### src/rtl/button_events_if.sv
// Bundle of the debounced button level and the event outputs decoded from it.
interface button_events_if;
  logic button;
  logic press;
  logic release_pulse;
  logic long_press;
  logic repeat_pulse;
  logic double_click;
  logic held;

  modport master (
    output button,
    input  press,
    input  release_pulse,
    input  long_press,
    input  repeat_pulse,
    input  double_click,
    input  held
  );

  modport slave (
    input  button,
    output press,
    output release_pulse,
    output long_press,
    output repeat_pulse,
    output double_click,
    output held
  );
endinterface

### src/rtl/button_events.sv
// Decodes a debounced button level into press/release/long-press/repeat/double-click
// events. All outputs are registered on the edge that samples the button.
//
// state    | meaning
// ---------+--------------------------------------------------------------
// WAIT_LOW | after reset; ignore the button until it is seen low
// IDLE     | released, no double-click window open
// HELD     | pressed, counting hold cycles toward long_press
// LONG     | long press reached, counting cycles between repeat pulses
// GAP      | released after a short press, double-click window open
module button_events #(
  parameter int long_len   = 16,
  parameter int repeat_len = 4,
  parameter int double_len = 8
) (
  input logic              clk,
  input logic              reset,
  button_events_if.slave   bus
);

  localparam logic [7:0] LONG_CNT   = 8'(long_len);
  localparam logic [7:0] REPEAT_CNT = 8'(repeat_len);
  localparam logic [7:0] DOUBLE_CNT = 8'(double_len);

  typedef enum logic [2:0] {
    WAIT_LOW = 3'd0,
    IDLE     = 3'd1,
    HELD     = 3'd2,
    LONG     = 3'd3,
    GAP      = 3'd4
  } state_t;

  state_t     state, state_nxt;
  logic [7:0] cnt, cnt_nxt;
  // Set while the current hold began as a double click; its release skips GAP.
  logic       chained, chained_nxt;

  logic press_q,  press_nxt;
  logic rel_q,    rel_nxt;
  logic long_q,   long_nxt;
  logic rpt_q,    rpt_nxt;
  logic dbl_q,    dbl_nxt;
  logic held_q,   held_nxt;

  always_ff @(posedge clk) begin
    if (reset) begin
      state   <= WAIT_LOW;
      cnt     <= 8'd0;
      chained <= 1'b0;
      press_q <= 1'b0;
      rel_q   <= 1'b0;
      long_q  <= 1'b0;
      rpt_q   <= 1'b0;
      dbl_q   <= 1'b0;
      held_q  <= 1'b0;
    end else begin
      state   <= state_nxt;
      cnt     <= cnt_nxt;
      chained <= chained_nxt;
      press_q <= press_nxt;
      rel_q   <= rel_nxt;
      long_q  <= long_nxt;
      rpt_q   <= rpt_nxt;
      dbl_q   <= dbl_nxt;
      held_q  <= held_nxt;
    end
  end

  always_comb begin
    state_nxt   = state;
    cnt_nxt     = cnt;
    chained_nxt = chained;
    press_nxt   = 1'b0;
    rel_nxt     = 1'b0;
    long_nxt    = 1'b0;
    rpt_nxt     = 1'b0;
    dbl_nxt     = 1'b0;

    case (state)
      WAIT_LOW: begin
        if (!bus.button) begin
          state_nxt = IDLE;
        end
      end

      IDLE: begin
        if (bus.button) begin
          state_nxt   = HELD;
          press_nxt   = 1'b1;
          cnt_nxt     = 8'd1;
          chained_nxt = 1'b0;
        end
      end

      HELD: begin
        if (bus.button) begin
          if (cnt + 8'd1 == LONG_CNT) begin
            state_nxt = LONG;
            long_nxt  = 1'b1;
            cnt_nxt   = 8'd0;
          end else begin
            cnt_nxt = cnt + 8'd1;
          end
        end else begin
          // Release wins over a long_press that would land on this same edge.
          rel_nxt     = 1'b1;
          cnt_nxt     = 8'd0;
          chained_nxt = 1'b0;
          state_nxt   = chained ? IDLE : GAP;
        end
      end

      LONG: begin
        if (bus.button) begin
          if (cnt + 8'd1 == REPEAT_CNT) begin
            rpt_nxt = 1'b1;
            cnt_nxt = 8'd0;
          end else begin
            cnt_nxt = cnt + 8'd1;
          end
        end else begin
          rel_nxt     = 1'b1;
          cnt_nxt     = 8'd0;
          chained_nxt = 1'b0;
          state_nxt   = IDLE;
        end
      end

      GAP: begin
        if (bus.button) begin
          state_nxt = HELD;
          press_nxt = 1'b1;
          cnt_nxt   = 8'd1;
          if (cnt < DOUBLE_CNT) begin
            dbl_nxt     = 1'b1;
            chained_nxt = 1'b1;
          end
        end else if (cnt + 8'd1 == DOUBLE_CNT) begin
          state_nxt = IDLE;
          cnt_nxt   = 8'd0;
        end else begin
          cnt_nxt = cnt + 8'd1;
        end
      end

      default: begin
        state_nxt   = WAIT_LOW;
        cnt_nxt     = 8'd0;
        chained_nxt = 1'b0;
      end
    endcase

    held_nxt = (state_nxt == HELD) || (state_nxt == LONG);
  end

  assign bus.press         = press_q;
  assign bus.release_pulse = rel_q;
  assign bus.long_press    = long_q;
  assign bus.repeat_pulse  = rpt_q;
  assign bus.double_click  = dbl_q;
  assign bus.held          = held_q;

  a_press_rel_excl: assert property (@(posedge clk) !(press_q && rel_q));
  a_long_rpt_excl:  assert property (@(posedge clk) !(long_q && rpt_q));
  a_dbl_has_press:  assert property (@(posedge clk) !dbl_q || press_q);
  a_held_matches:   assert property (@(posedge clk) held_q == ((state == HELD) || (state == LONG)));

endmodule
### src/flat_wrapper.sv
// flat-port wrapper written by rule: the top's interface ports become plain ports
module button_events_flat 
#(
  parameter int long_len   = 16,
  parameter int repeat_len = 4,
  parameter int double_len = 8
)
  (clk, reset, bus_button, bus_press, bus_release_pulse, bus_long_press, bus_repeat_pulse, bus_double_click, bus_held);
  button_events_if bus_i ();
  input logic clk;
  input logic reset;
  input wire logic [$bits(bus_i.button)-1:0] bus_button;
  output wire logic [$bits(bus_i.press)-1:0] bus_press;
  output wire logic [$bits(bus_i.release_pulse)-1:0] bus_release_pulse;
  output wire logic [$bits(bus_i.long_press)-1:0] bus_long_press;
  output wire logic [$bits(bus_i.repeat_pulse)-1:0] bus_repeat_pulse;
  output wire logic [$bits(bus_i.double_click)-1:0] bus_double_click;
  output wire logic [$bits(bus_i.held)-1:0] bus_held;
  assign bus_i.button = bus_button;
  assign bus_press = bus_i.press;
  assign bus_release_pulse = bus_i.release_pulse;
  assign bus_long_press = bus_i.long_press;
  assign bus_repeat_pulse = bus_i.repeat_pulse;
  assign bus_double_click = bus_i.double_click;
  assign bus_held = bus_i.held;
  button_events #(.long_len(long_len), .repeat_len(repeat_len), .double_len(double_len)) u_core (.clk(clk), .reset(reset), .bus(bus_i));
endmodule
### config.mk
export PLATFORM = sky130hd
export DESIGN_NAME = button_events_flat
export DESIGN_NICKNAME = d
export VERILOG_FILES = /design/src/rtl/button_events_if.sv /design/src/rtl/button_events.sv /design/src/flat_wrapper.sv
export SDC_FILE = /design/constraint.sdc
export NUM_CORES = 1
export LEC_CHECK = 0
export BUFFER_PORTS_ARGS = -buffer_cell sky130_fd_sc_hd__buf_2
export CAP_MARGIN = 0
export CORE_MARGIN = 2
export CORE_UTILIZATION = 30
export DETAILED_ROUTE_END_ITERATION = 7
export PLACE_DENSITY = 0.56
export SLEW_MARGIN = 10
export SYNTH_ARGS = -nofsm -noshare
export SYNTH_HDL_FRONTEND = slang
export SYNTH_SLANG_ARGS = --single-unit
### constraint.sdc
create_clock -name clk -period 3.5 [get_ports clk]
set_input_delay 0.175 -clock clk [delete_from_list [all_inputs] [get_ports clk]]
set_output_delay 0.175 -clock clk [all_outputs]
set_load 0.02 [all_outputs]
* After elaboration in Yosys (flattened, before gate mapping)
Cells that the tools add are included.
** Operators by class
- $add $sub $neg :: 1
- Order comparisons :: 1
- Equality and inequality tests :: 13
- Muxes and demuxes :: 26
- Bitwise logic cells :: 7
- Reduce and logical (&&, ||, !) cells :: 12
** Operators by type and width (number)
- 8-bit two-way mux :: 7
- 8-bit case mux with 5 select lines :: 1
- 3-bit two-way mux :: 7
- 3-bit by 2-bit equality test with 1-bit output (second input constant) :: 4
- 3-bit case mux with 4 select lines :: 1
- 2-bit OR reduction :: 5
- 1-bit two-way mux :: 9
- 3-bit OR reduction :: 3
- 8-bit by 1-bit adder with 8-bit output (second input constant) :: 1
- 8-bit by 3-bit equality test with 1-bit output (second input constant) :: 1
- 8-bit by 4-bit equality test with 1-bit output (second input constant) :: 1
- 8-bit by 5-bit equality test with 1-bit output (second input constant) :: 1
- 8-bit by 4-bit less-than comparator with 1-bit output (second input constant) :: 1
- 1-bit inverter :: 7
- 2-bit inequality test (second input constant) :: 3
- 5-bit AND reduction :: 1
- 1-bit case mux with 4 select lines :: 1
- 3-bit by 1-bit equality test with 1-bit output (second input constant) :: 1
- 3-bit equality test (second input constant) :: 1
- 3-bit logical NOT :: 1
- 2-bit by 1-bit inequality test with 1-bit output (second input constant) :: 1
- 2-bit AND reduction :: 1
- 1-bit logical OR :: 1
** Word-level totals
- Register bits :: 18
- Output and inout port bits :: 6
- Word-level logic and storage cells :: 69

* Longest topological paths before layout
- Word-level depth :: 7
- Gate-level depth with buffers :: 7
- Mapped depth without buffers :: 7

* Worst setup path after synthesis
No wires, ideal clock.
- Path type :: reg2reg
- From :: register u_core.cnt[0]
- To :: register u_core.cnt[1]
- Arrival time :: 1.887 ns
- Setup slack :: 1.496 ns
- Stages on the path, launching flop included :: 7
- Buffers on the path :: 0
- Period minus slack after synthesis :: 2.004 ns
- Cell sequence :: dfxtp_1 -> ha_1 -> or3_1 -> a211o_1 -> a221oi_2 -> o221ai_2 -> a32o_1
** Between the ends
- Word-level cells in the longest chain between the ends :: 5
- Elaborated cells between the ends (all ways) :: 11
** RTL lines
- start, declared :: RTL line button_events.sv:34 : logic [7:0] cnt, cnt_nxt;
- start signal, assigned :: RTL line button_events.sv:58 : cnt <= cnt_nxt;
- 8-bit by 1-bit adder with 8-bit output (*)
- 8-bit by 4-bit equality test with 1-bit output, or another cell as far along :: RTL line button_events.sv:138 : end else if (cnt + 8'd1 == DOUBLE_CNT) begin
- 8-bit two-way mux (on tied branches) :: RTL line button_events.sv:138, button_events.sv:97, button_events.sv:115
- 8-bit two-way mux (on tied branches) :: RTL line button_events.sv:130, button_events.sv:96, button_events.sv:114
- 8-bit case mux with 5 select lines (*) :: RTL line button_events.sv:79 : case (state)
Every way passes the cells marked *; elsewhere a longest branch is shown, timed or not.
A chain may end at the register's enable or synchronous reset.

* Final worst setup path
Ends and elaborated chain as after synthesis.

==> results_dict.tcl <==
set metrics [dict create \
    critPathKind "flop to flop" \
    drive_gt1_share_pct 12.0 \
    cp-end-kind "flop" \
    drcViolationCount 0 \
    place_worst_setup_slack_ps 1330 \
    gr-total-overflow 0 \
    tightestPinTransition_ps 637 \
    fin_skew_ps 6.52 \
    portBuffers 8 \
    status "completed" \
    whs_ps 185 \
    cap_violations 0 \
    min_path_type "input port to flop" \
    critical_path_arrival_ps 2420 \
    syn_avg_cell_area_um2 7.42 \
    final.min_clock_period_ps 2200 \
    synth_cells 146 \
    path_clk_slew_ps 120 \
    yosysWarningCount 0 \
    hold_depth 2 \
    grt_use_total_pct 14.8 \
    fin_util_pct 34.5 \
    synth-main-ff-cell "dfxtp_1" \
    rsz0062_at_grt "false" \
    synthArstFlopShare_pct 0 \
    syn_area_um2 1080 \
    tritoncts "done" \
    p_leak_nw 0.415 \
    area_delta_synth_final_pct 8.66 \
    max_freq_ghz 0.455 \
    setup_viol 0 \
    insertion_delay_ps 310 \
    synth_cell_types 40 \
    grt_antenna_before_repair 0 \
    vias 1106 \
    yosysSeqAreaShare_pct 33.3 \
    ant_nets 0 \
    critPathMaxStageDelay_ps 390 \
    finish.instance_area_um2 1180 \
    fin_nets 155 \
    ios 9 \
    place_hpwl_um 2010 \
    setup_slack_ps 1300 \
    total_power_mw 0.397 \
    drt_iter0_drc 103 \
    synth_edf_count 0 \
    setup_tns_ps 0 \
    setup.worst_path.start_class "flop" \
    n_antenna_cell 0 \
    path_buf_inv 0 \
    grt_pass1_wl_um 4690 \
    cp.depth 6 \
    ys_seq_elements 18 \
    postPlaceCellArea_um2 1140 \
    die_h_um 64.1 \
    cts_num_sinks 18 \
    rr_worst_depth 6 \
    grt_pass1_vias 978 \
    cts.htree.levels 1 \
    cts_hold_buf 0 \
    slew-limit-headroom_pct 57.1 \
    vias_per_cell 5.64 \
    gp_congestion 0.897 \
    hold_viol 0 \
    wirelength_um 2790 \
    grt_max_degree 18 \
    fin_cells 196 \
    clockBufferDepth 2 \
    slew_violations 0 \
    avgRoutedWirePerCell_um 14.2 \
    min_period_over_period_pct 62.8 \
    cts_resized 0 \
    rows 21 \
    placedCellCount 192 \
    firstDrtPassIters 4 \
    crit_required_ps 3720 \
    core-area_um2 3420 \
    die_area_um2 4110 \
    critical-path-slowest-cell "dfxtp_1" \
    power.density_nw_per_um2 337 \
    cp_max_fo 8 \
    root_buffer "clkbuf_4" \
    cts_setup_buffers 0 \
    irDropWorstVdd_v 0.0000982 \
    numCtsBuffers 3 \
    synth_nets 150 \
    die_x_um 64.1 \
    critPathTopFamily "compound AO/OA/AOI/OAI gates" \
    worstPathCellList "ha_1 -> or3_1 -> a211o_1 -> a211oi_2 -> o221ai_2 -> a32o_1" \
    nFillCells 371 \
    start_util_pct 31.7 \
]
==> cell usage after synthesis (2+ instances only) <==
library cell,count,area [um^2]
a2111oi_0,2,17.5
a211o_1,2,17.5
a21oi_1,12,60.1
a31oi_1,4,25.0
and2_1,2,12.5
buf_2,2,10.0
clkbuf_1,5,18.8
dfxtp_1,18,360
inv_1,6,22.5
nand2_1,15,56.3
nand2b_1,3,18.8
nand3_1,10,50.1
nor2_1,14,52.6
nor2b_1,2,12.5
nor3_1,12,60.1
o21a_1,2,15.0
o21ai_0,12,60.1
==> sequential cells by signal, indices dropped and copies added, names as in the netlist <==
signal	count
u_core.cnt	8
u_core.state	3
u_core.bus.double_click	1
u_core.bus.held	1
u_core.bus.long_press	1
u_core.bus.press	1
u_core.bus.release_pulse	1
u_core.bus.repeat_pulse	1
u_core.chained	1
==> power by group <==
group | internal, mW | switching, mW
clock network | 0.0636 | 0.0741
registers | 0.209 | 0.00860
logic | 0.0146 | 0.0262
total | 0.288 | 0.109
==> area by class of cell <==
cell class / count / area [um^2] / share of cell area, %
multi-input cells: 114 / 661 / 56.1
flip-flops and latches: 18 / 360 / 30.6
well taps: 46 / 57.6 / 4.89
repair buffers: 8 / 40.0 / 3.40
clock buffers: 4 / 36.3 / 3.08
inverters: 6 / 22.5 / 1.91
==> kinds of logic (layout without fill, tap and decap cells) <==
family                     count (synthesis)  count (layout)  synth area share (%)
and+or+nand+nor                           64              64                  28.2
AOI/OAI and AO/OA                         47              47                  29.9
DFF                                       18              18                  33.3
buffers and inverters                     14              18                  5.77
adders and majority gates                  1               1                  1.15
xor gates and xnor gates                   1               1                 0.808
muxes                                      1               1                 0.924
==> worst reg2reg max path: cells and delay by family, from the launching register on <==
family / cells / cell delay (ps)
AO/OA/AOI/OAI: 4 / 1110
adder cells (fa/ha/maj): 1 / 280
AND/OR/NAND/NOR: 1 / 320
flip-flops: 1 / 390
==> cells in the final DEF, fill, tap and decap left out, drive strengths merged, types with 2 or more instances in the layout <==
cell type	synthesis	routed
buf	3	8
a211o	2	2
a2111oi	2	2
a21oi	12	12
o21a	2	2
inv	6	6
nand2	15	15
dfxtp	18	18
o21ai	13	13
nor2	14	14
a221oi	2	2
nor3	12	12
nand2b	3	3
nand3	10	10
o221ai	2	2
a31oi	4	4
clkbuf	5	4
and2	2	2
nor2b	2	2
==> per-layer routing <==
layer	share of wire [%]	global-route usage, %	routed length [um]	vias up
met5	0	0	0	-
met4	4.5	9.84	126	0
met3	4.9	2.11	138	10
met2	45	22.8	1250	47
met1	46	19.1	1280	508
li1	-	-	-	541
==> worst paths after layout <==
| check | end | slack, ps | from |
|---|---|---|---|
| max reg2reg | u_core.cnt[1] | 1300 | u_core.cnt[0] |
| min | u_core.cnt[0] | 190 | reset |
| min reg2reg | u_core.chained | 490 | u_core.chained |
| max | u_core.cnt[1] | 1300 | u_core.cnt[0] |
(Power assumes the default switching activity.)
